===== src/rtl/tdm_demux_rx.sv =====
// tdm_demux_rx: 2:1 TDM bit-stream demux into two channel words with valid/ready output.
// Build option DEMUX_LSB_FIRST_EN selects LSB-first assembly (default MSB-first).
module tdm_demux_rx #(
  parameter int WORD_W = 8
) (
  input  logic              clk,
  input  logic              rst_n,
  input  logic              in_valid,
  input  logic              in_bit,
  input  logic              in_sel,
  input  logic              frame_start,
  output logic [WORD_W-1:0] out0,
  output logic [WORD_W-1:0] out1,
  output logic              out_valid,
  input  logic              out_ready,
  output logic              overflow
);
  localparam int CW = $clog2(WORD_W + 1);
  localparam logic [0:0] IDLE = 1'b0;
  localparam logic [0:0] COLLECT = 1'b1;
  localparam logic [CW-1:0] FULL = CW'(WORD_W);

  logic [0:0]        r_state;
  logic [CW-1:0]     r_cnt0, r_cnt1;
  logic [WORD_W-1:0] r_sh0, r_sh1, r_out0, r_out1;
  logic              r_out_valid, r_overflow;

  logic              w_restart, w_accept, w_take0, w_take1, w_done, w_load;
  logic [CW-1:0]     w_c0_base, w_c1_base, w_c0_nxt, w_c1_nxt;
  logic [WORD_W-1:0] w_sh0_base, w_sh1_base, w_sh0_nxt, w_sh1_nxt;

  function automatic logic [WORD_W-1:0] shift_in(input logic [WORD_W-1:0] sh, input logic b);
`ifdef DEMUX_LSB_FIRST_EN
    return {b, sh[WORD_W-1:1]};
`else
    return {sh[WORD_W-2:0], b};
`endif
  endfunction

  // A frame_start beat restarts from empty words and is itself the first data bit.
  always_comb begin
    w_restart  = in_valid & frame_start;
    w_accept   = in_valid & (frame_start | (r_state == COLLECT));
    w_c0_base  = w_restart ? '0 : r_cnt0;
    w_c1_base  = w_restart ? '0 : r_cnt1;
    w_sh0_base = w_restart ? '0 : r_sh0;
    w_sh1_base = w_restart ? '0 : r_sh1;
    w_take0    = w_accept & ~in_sel & (w_c0_base != FULL);
    w_take1    = w_accept & in_sel & (w_c1_base != FULL);
    w_c0_nxt   = w_c0_base + CW'(w_take0);
    w_c1_nxt   = w_c1_base + CW'(w_take1);
    w_sh0_nxt  = w_take0 ? shift_in(w_sh0_base, in_bit) : w_sh0_base;
    w_sh1_nxt  = w_take1 ? shift_in(w_sh1_base, in_bit) : w_sh1_base;
    w_done     = w_accept & (w_c0_nxt == FULL) & (w_c1_nxt == FULL);
    w_load     = w_done & (~r_out_valid | out_ready);
  end

  always_ff @(posedge clk) begin
    if (!rst_n) begin
      r_state     <= IDLE;
      r_cnt0      <= '0;
      r_cnt1      <= '0;
      r_sh0       <= '0;
      r_sh1       <= '0;
      r_out0      <= '0;
      r_out1      <= '0;
      r_out_valid <= 1'b0;
      r_overflow  <= 1'b0;
    end else begin
      r_state <= w_done ? IDLE : (w_restart ? COLLECT : r_state);
      r_cnt0  <= w_done ? '0 : w_c0_nxt;
      r_cnt1  <= w_done ? '0 : w_c1_nxt;
      r_sh0   <= w_done ? '0 : w_sh0_nxt;
      r_sh1   <= w_done ? '0 : w_sh1_nxt;
      if (w_load) begin
        r_out0      <= w_sh0_nxt;
        r_out1      <= w_sh1_nxt;
        r_out_valid <= 1'b1;
      end else if (r_out_valid & out_ready) begin
        r_out_valid <= 1'b0;
      end
      if (w_done & ~w_load) r_overflow <= 1'b1;
    end
  end

  assign out0      = r_out0;
  assign out1      = r_out1;
  assign out_valid = r_out_valid;
  assign overflow  = r_overflow;
endmodule


===== config.mk =====
export PLATFORM = sky130hd
export DESIGN_NAME = tdm_demux_rx
export DESIGN_NICKNAME = d
export VERILOG_FILES = /design/src/rtl/tdm_demux_rx.sv
export SDC_FILE = /design/constraint.sdc
export NUM_CORES = 1
export LEC_CHECK = 0
export CAP_MARGIN = 10
export CORE_MARGIN = 5
export CORE_UTILIZATION = 30
export CTS_CLUSTER_DIAMETER = 30
export CTS_CLUSTER_SIZE = 30
export DETAILED_ROUTE_END_ITERATION = 7
export GPL_ROUTABILITY_DRIVEN = 0
export PLACE_DENSITY = 0.5
export SYNTH_ARGS = -nofsm -noshare
export SYNTH_HDL_FRONTEND = slang
export SYNTH_SLANG_ARGS = --single-unit

===== constraint.sdc =====
create_clock -name clk -period 4.5 [get_ports clk]
set_input_delay 0.9 -clock clk [delete_from_list [all_inputs] [get_ports clk]]
set_output_delay 0.9 -clock clk [all_outputs]
set_load 0.03 [all_outputs]

==> impl_metrics.toml, run 1 <==
[status]
outcome = "finished clean"

[timing]
totalNegativeSetupSlack_ns = 0
postLayoutSetupSlackWorst_ns = 0.6760
max_clock_freq_ghz = 0.2615
pin_slew_with_the_least_headroom_to_its_limit_ns = 0.6027
max_slew_margin = 0.5960
final_hold_viol_count = 0
setup_violations = 0
report.final.slew_viol_count = 0
fin_crit_ns = 3.824
timing.final.crit_share = 0.8498
finalClockSkew_ns = 0.008867
fin_worst_hold_slack_ns = 0.4666
rsz0062_at_grt = "false"

[logic_synthesis]
synth_top_area_frac = 0.4439
syn-cell-area_um2 = 1939
synth_async_sr_flop_share = 0
avgSynthCellArea_um2 = 10.10
synthesis.nets = 203
synthesis.instances = 192
post_synth_most_frequent_cells = "sky130_fd_sc_hd__dfxtp_1, sky130_fd_sc_hd__nand2_1, sky130_fd_sc_hd__mux2i_1"
synthMostInstantiatedCell = "sky130_fd_sc_hd__dfxtp_1"
synth_cell_types = 42
synth_flop_cell = "sky130_fd_sc_hd__dfxtp_1"
synth_seq_cells = 43
synth_seq_area_share = 0.4439
yosysTopAreaCell = "sky130_fd_sc_hd__dfxtp_1"
post_synth_edffs = 0
yosys_warn_count = 0
post_synth_main_area_contributors = "sky130_fd_sc_hd__dfxtp_1, sky130_fd_sc_hd__mux2i_1, sky130_fd_sc_hd__o41ai_2"

[setup_path]
crit_path_max_fanout = 14
setup.reg_to_reg.worst_slack_ns = 1.34
path_buf_inv = 1
worst_setup_path_end_kind = "flip-flop"
worstSetupStartpointType = "primary input"
worstPathCellList = "clkdlybuf4s50_1, nand2_1, a211oi_1, ha_1, ha_1, nor4_1, nand2b_1, nor3b_4, nand3_2, o41ai_1"
worst_path_most_repeated_cell = "sky130_fd_sc_hd__ha_1"
cp_slowest_stage_delay_ns = 0.60
required_ns = 4.69
slowest_stage = "sky130_fd_sc_hd__clkdlybuf4s50_1"
timing_worst_setup_path_type = "in -> reg"
cpLargestDelayFamily = "simple AND/OR/NAND/NOR gates"
crit_arrival_ns = 4.02

[power]
share_of_total_power_consumed_by_net_switching = 0.2455
cellLeakagePower_nw = 0.8986
int_pwr_mw = 0.5113
irDropWorstVdd_mv = 0.1070
combPwrFrac = 0.077
share_clk_of_total_power = 0.356
net-switching-power_mw = 0.1664
seq_power_share = 0.567
power.density_cell_area_nw_per_um2 = 287.0

[floorplan]
die-height_um = 90.40
die-area_um2 = 8172
floorplan.rows = 29
die_w_um = 90.40
start_util = 0.3072
ios = 25
core_um2 = 6314

[clock_network]
cts_tree = "yes"
cts.repair.resized = 0
cts_made_buffers = 5
clock-sinks = 43
cts.path.max_buffers = 2
path_clk_slew_ns = 0.08
ctsHoldBuffers = 0
root_buffer = "sky130_fd_sc_hd__clkbuf_8"
cts-htree-levels = 2
clk_latency_ns = 0.30
cts.repair_timing.setup_buffer_count = 0

[global_routing]
grt_antenna_before_repair = 0
grt_remaining_overflow = 0
maximum_number_of_pins_on_one_net_before_global_route_repair = 23
grt_util_all_layers = 0.1128
grt_pass1_wl_um = 7465
first_global_vias = 1500

[finish]
final-seq-area_um2 = 860.8
final_layout_size_suffix_gt1_frac = 0.1963
syn_to_final_growth_pct = 21.74
final_net_count = 229
antenna-diode-count = 0
filler_cell_count = 667
area_used_by_multi_input_combinational_logic_um2 = 1007
layoutNonFillerInstCount = 296
post-route-util = 0.3740

[detailed_routing]
vias = 1511
avgRoutedWirePerCell_um = 15.19
drt_drc_violations_left = 0
routed_wl_um = 4496
ant_nets = 0
detailedRoute.firstIterationViolations = 49
first_pass_iters = 4
vias_per_cell = 5.105

[place]
placedCellCount = 288
dp_hpwl_um = 3200
port_buffers = 24
dp_worst_setup_slack_ns = 0.3683

[hold_path]
holdCritPathClass = "reg -> reg"

[job]
cap_viol_max_count = 0
[power by group through the flow]
stage / Combinational (mW) / Sequential (mW) / Clock (mW)
global route: 0.0570 / 0.385 / 0.267
finish: 0.0521 / 0.384 / 0.241
CTS: 0.0528 / 0.384 / 0.250
detailed placement: 0.0525 / 0.394 / 0
global placement: 0.0527 / 0.394 / 0
floorplan: 0.0324 / 0.393 / 0
[state kept, by name, indices dropped and copies added, names as in the netlist]
signal and cells:
out0 8, out1 8, out_valid 1, overflow 1, r_cnt0 4, r_cnt1 4
r_sh0 8, r_sh1 8, r_state 1
[stage by stage]
stage	instance area, µm²	total power [mW]
after floorplan	1939	0.4251
after global placement	2276	0.4463
after detailed placement	2276	0.4460
after CTS	2361	0.6877
after global routing	2361	0.7093
final	2361	0.6777
[final timing paths]
check / start / to / cells past startpoint
worst max-delay path: frame_start / out1[7]$_SDFFE_PN0P_ / 10
worst max register to register: r_cnt0[2]$_SDFF_PP0_ / out1[7]$_SDFFE_PN0P_ / 9
worst min register to register: out0[7]$_SDFFE_PN0P_ / out0[7]$_SDFFE_PN0P_ / 2
worst min-delay path: out0[7]$_SDFFE_PN0P_ / out0[7]$_SDFFE_PN0P_ / 2
[cells in the final DEF (no fill, tap or decap), drive strengths merged, types with 8 or more instances in the layout]
master,n
buf,9
clkdlybuf4s50,24
nor3,14
and2,10
nand3,8
o41ai,10
nand2,16
a31o,10
mux2i,15
dfxtp,43
[metal layers]
| metal | vias to the layer above | GRT usage | part of all wire |
|---|---|---|---|
| li1 | 760 | - | - |
| met1 | 725 | 0.1413 | 0.48 |
| met2 | 20 | 0.1817 | 0.47 |
| met3 | 6 | 0.03000 | 0.035 |
| met4 | 0 | 0.04839 | 0.018 |
| met5 | - | 0 | 0 |
[tightest hold or removal path: cells and delay by family, from the launching register on]
family / cells / cell delay, ns
flops: 1 / 0.32
mux: 1 / 0.05
simple gates: 1 / 0.05
[cell families after synthesis]
group,Yosys count,synth area share
XOR/XNOR,3,0.01355
AO/OA/AOI/OAI,36,0.1697
flip-flops,43,0.4439
buffers and inverters,15,0.03677
adder cells (fa/ha/maj),4,0.02581
multiplexers,19,0.1006
AND/OR/NAND/NOR,72,0.2097
[layout make-up]
class / count / share of cell area
well taps: 77 / 0.04081
repair buffers: 33 / 0.1304
inverters: 1 / 0.001590
flip-flops and latches: 43 / 0.3646
multi-input cells: 134 / 0.4266
clock buffers: 6 / 0.03074
clock inverters: 2 / 0.005299
No activity file was read; power rests on OpenSTA's default activity.
==> run 2: changes to the inputs <==
Settings changed: PLACE_DENSITY 0.5 to 0.51.
Clock period 4.5 ns to 3.2 ns, I/O delays scaled along.
==> run 2 against run 1 <==
Clock power increased by 41%. Non-clock buffer count increased by 18. First-iteration DRC count increased by 110%. Utilization increased by 3.0 points. Combinational power increased by 68%. Cell count increased by 6.1%.
==> impl_metrics.toml, run 2 (same netlist as run 1, synthesis figures left out) <==
[finish]
syn_to_final_growth_pct = 31.55
final_common_cell = "sky130_fd_sc_hd__dfxtp_1"
final_net_count = 247
antenna-diode-count = 0
final_layout_size_suffix_gt1_frac = 0.2785
mostFrequentLayoutCells = "sky130_fd_sc_hd__dfxtp_1, sky130_fd_sc_hd__buf_4, sky130_fd_sc_hd__clkdlybuf4s50_1"

[clock_network]
path_clk_slew_ns = 0.08
clock-sinks = 43
cts-htree-levels = 2
root_buffer = "sky130_fd_sc_hd__clkbuf_8"
clk_latency_ns = 0.30
ctsHoldBuffers = 0
cts_made_buffers = 5
cts.path.max_buffers = 2
cts.repair.resized = 2
cts_tree = "yes"
cts.repair_timing.setup_buffer_count = 0

[power]
power.density_cell_area_nw_per_um2 = 379.3
cellLeakagePower_nw = 1.028
irDropWorstVdd_mv = 0.1632

[detailed_routing]
drt-met1-wl_um = 2378
routed.top_layer = "met4"
drt_drc_violations_left = 0
vias = 1585
detailroute.wirelength.met2_um = 2315
avgRoutedWirePerCell_um = 15.53
routed_wl_um = 4877
first_pass_iters = 4
vias_per_cell = 5.048
route.met3.wl_um = 110
detailedRoute.firstIterationViolations = 104
ant_nets = 0

[timing]
postLayoutSetupSlackWorst_ns = 0.3332
max_slew_margin = 0.5817
finalClockSkew_ns = 0.006103
fin_worst_hold_slack_ns = 0.4728
max_clock_freq_ghz = 0.3488
timing.final.crit_share = 0.8959
report.final.slew_viol_count = 0
setup_violations = 0
final_hold_viol_count = 0
totalNegativeSetupSlack_ns = 0
rsz0062_at_grt = "false"
fin_crit_ns = 2.867
pin_slew_with_the_least_headroom_to_its_limit_ns = 0.6187

[status]
outcome = "finished clean"

[floorplan]
ios = 25
core_um2 = 6314
die_w_um = 90.40
start_util = 0.3072
die-area_um2 = 8172
die-height_um = 90.40
floorplan.rows = 29

[setup_path]
crit_arrival_ns = 3.05
worst_setup_path_end_kind = "flip-flop"
crit_path_max_fanout = 8
timing_worst_setup_path_type = "reg -> reg"
path_buf_inv = 1
cp_slowest_stage_delay_ns = 0.59
required_ns = 3.38
slowest_stage = "sky130_fd_sc_hd__nor4b_1"
worstSetupStartpointType = "flip-flop"
cpLargestDelayFamily = "simple AND/OR/NAND/NOR gates"
worstPathCellList = "nor4b_1, a21oi_2, ha_2, ha_1, nor4_2, nand2b_1, or3_1, o21ai_2, buf_4, nor3_1"

[job]
cap_viol_max_count = 0

[global_routing]
maximum_number_of_pins_on_one_net_before_global_route_repair = 22
grt_remaining_overflow = 0
grt_pass1_wl_um = 8086
first_global_vias = 1613
grt_antenna_before_repair = 0
grt_util_all_layers = 0.1219

[place]
dp_hpwl_um = 3309
dp_worst_setup_slack_ns = -0.3957
port_buffers = 24

[hold_path]
holdCritPathClass = "reg -> reg"
run 2: cell count changes in the layout (fill, tap and decap cells not counted), sizes merged:
| cell | before | now |
|---|---|---|
| buf | 9 | 27 |
| clkdlybuf4s50 | 24 | 21 |
| dlymetal6s2s | 0 | 3 |
| clkbuf | 6 | 7 |
| clkinvlp | 1 | 0 |
run 2: final timing paths:
path                               end                 start  cells past startpoint  slack [ns]
setup / recovery   r_sh1[7]$_SDFF_PP0_  r_cnt1[1]$_SDFF_PP0_                     10        0.33
hold / removal    out0[4]$_SDFFE_PN0P_  out0[4]$_SDFFE_PN0P_                      2        0.47
setup reg to reg   r_sh1[7]$_SDFF_PP0_  r_cnt1[1]$_SDFF_PP0_                     10        0.33
hold reg to reg   out0[4]$_SDFFE_PN0P_  out0[4]$_SDFFE_PN0P_                      2        0.47
run 2: cell type report:
class                   instances  area, µm²
clock inverters                 1      5.005
multi-input cells             134       1046
well taps                      77      96.34
inverters                       1      3.754
repair buffers                 51      462.9
clock buffers                   7      76.32
fillers                       649       3762
flip-flops and latches         43      860.8
run 2: worst min-delay path, stage by stage, from the launching register on:
cell and delay (ns):
sky130_fd_sc_hd__dfxtp_1 0.32, sky130_fd_sc_hd__nand2_1 0.05, sky130_fd_sc_hd__mux2i_1 0.05
run 2: report_power, final:
part	switching [mW]	leakage (nW)	internal, mW
Clock	0.186	0.0422	0.153
Combinational	0.0510	0.639	0.0364
Sequential	0.00259	0.347	0.538
run 2: metrics by stage:
stage,cells,instance area (µm²),power (mW),util
4_1_cts,314,2512,0.9743,0.3979
5_1_grt,314,2551,1.003,0.4041
3_3_place_gp,306,2424,0.6361,0.3839
6_report,314,2551,0.9676,0.4041
2_1_floorplan,192,1939,0.5978,-
3_5_place_dp,306,2424,0.6361,0.3839
run 2: routing by layer:
layer	vias up	GRT usage
met2	21	0.1957
met1	758	0.1583
met4	0	0.04839
li1	799	-
met5	-	0
met3	7	0.02667
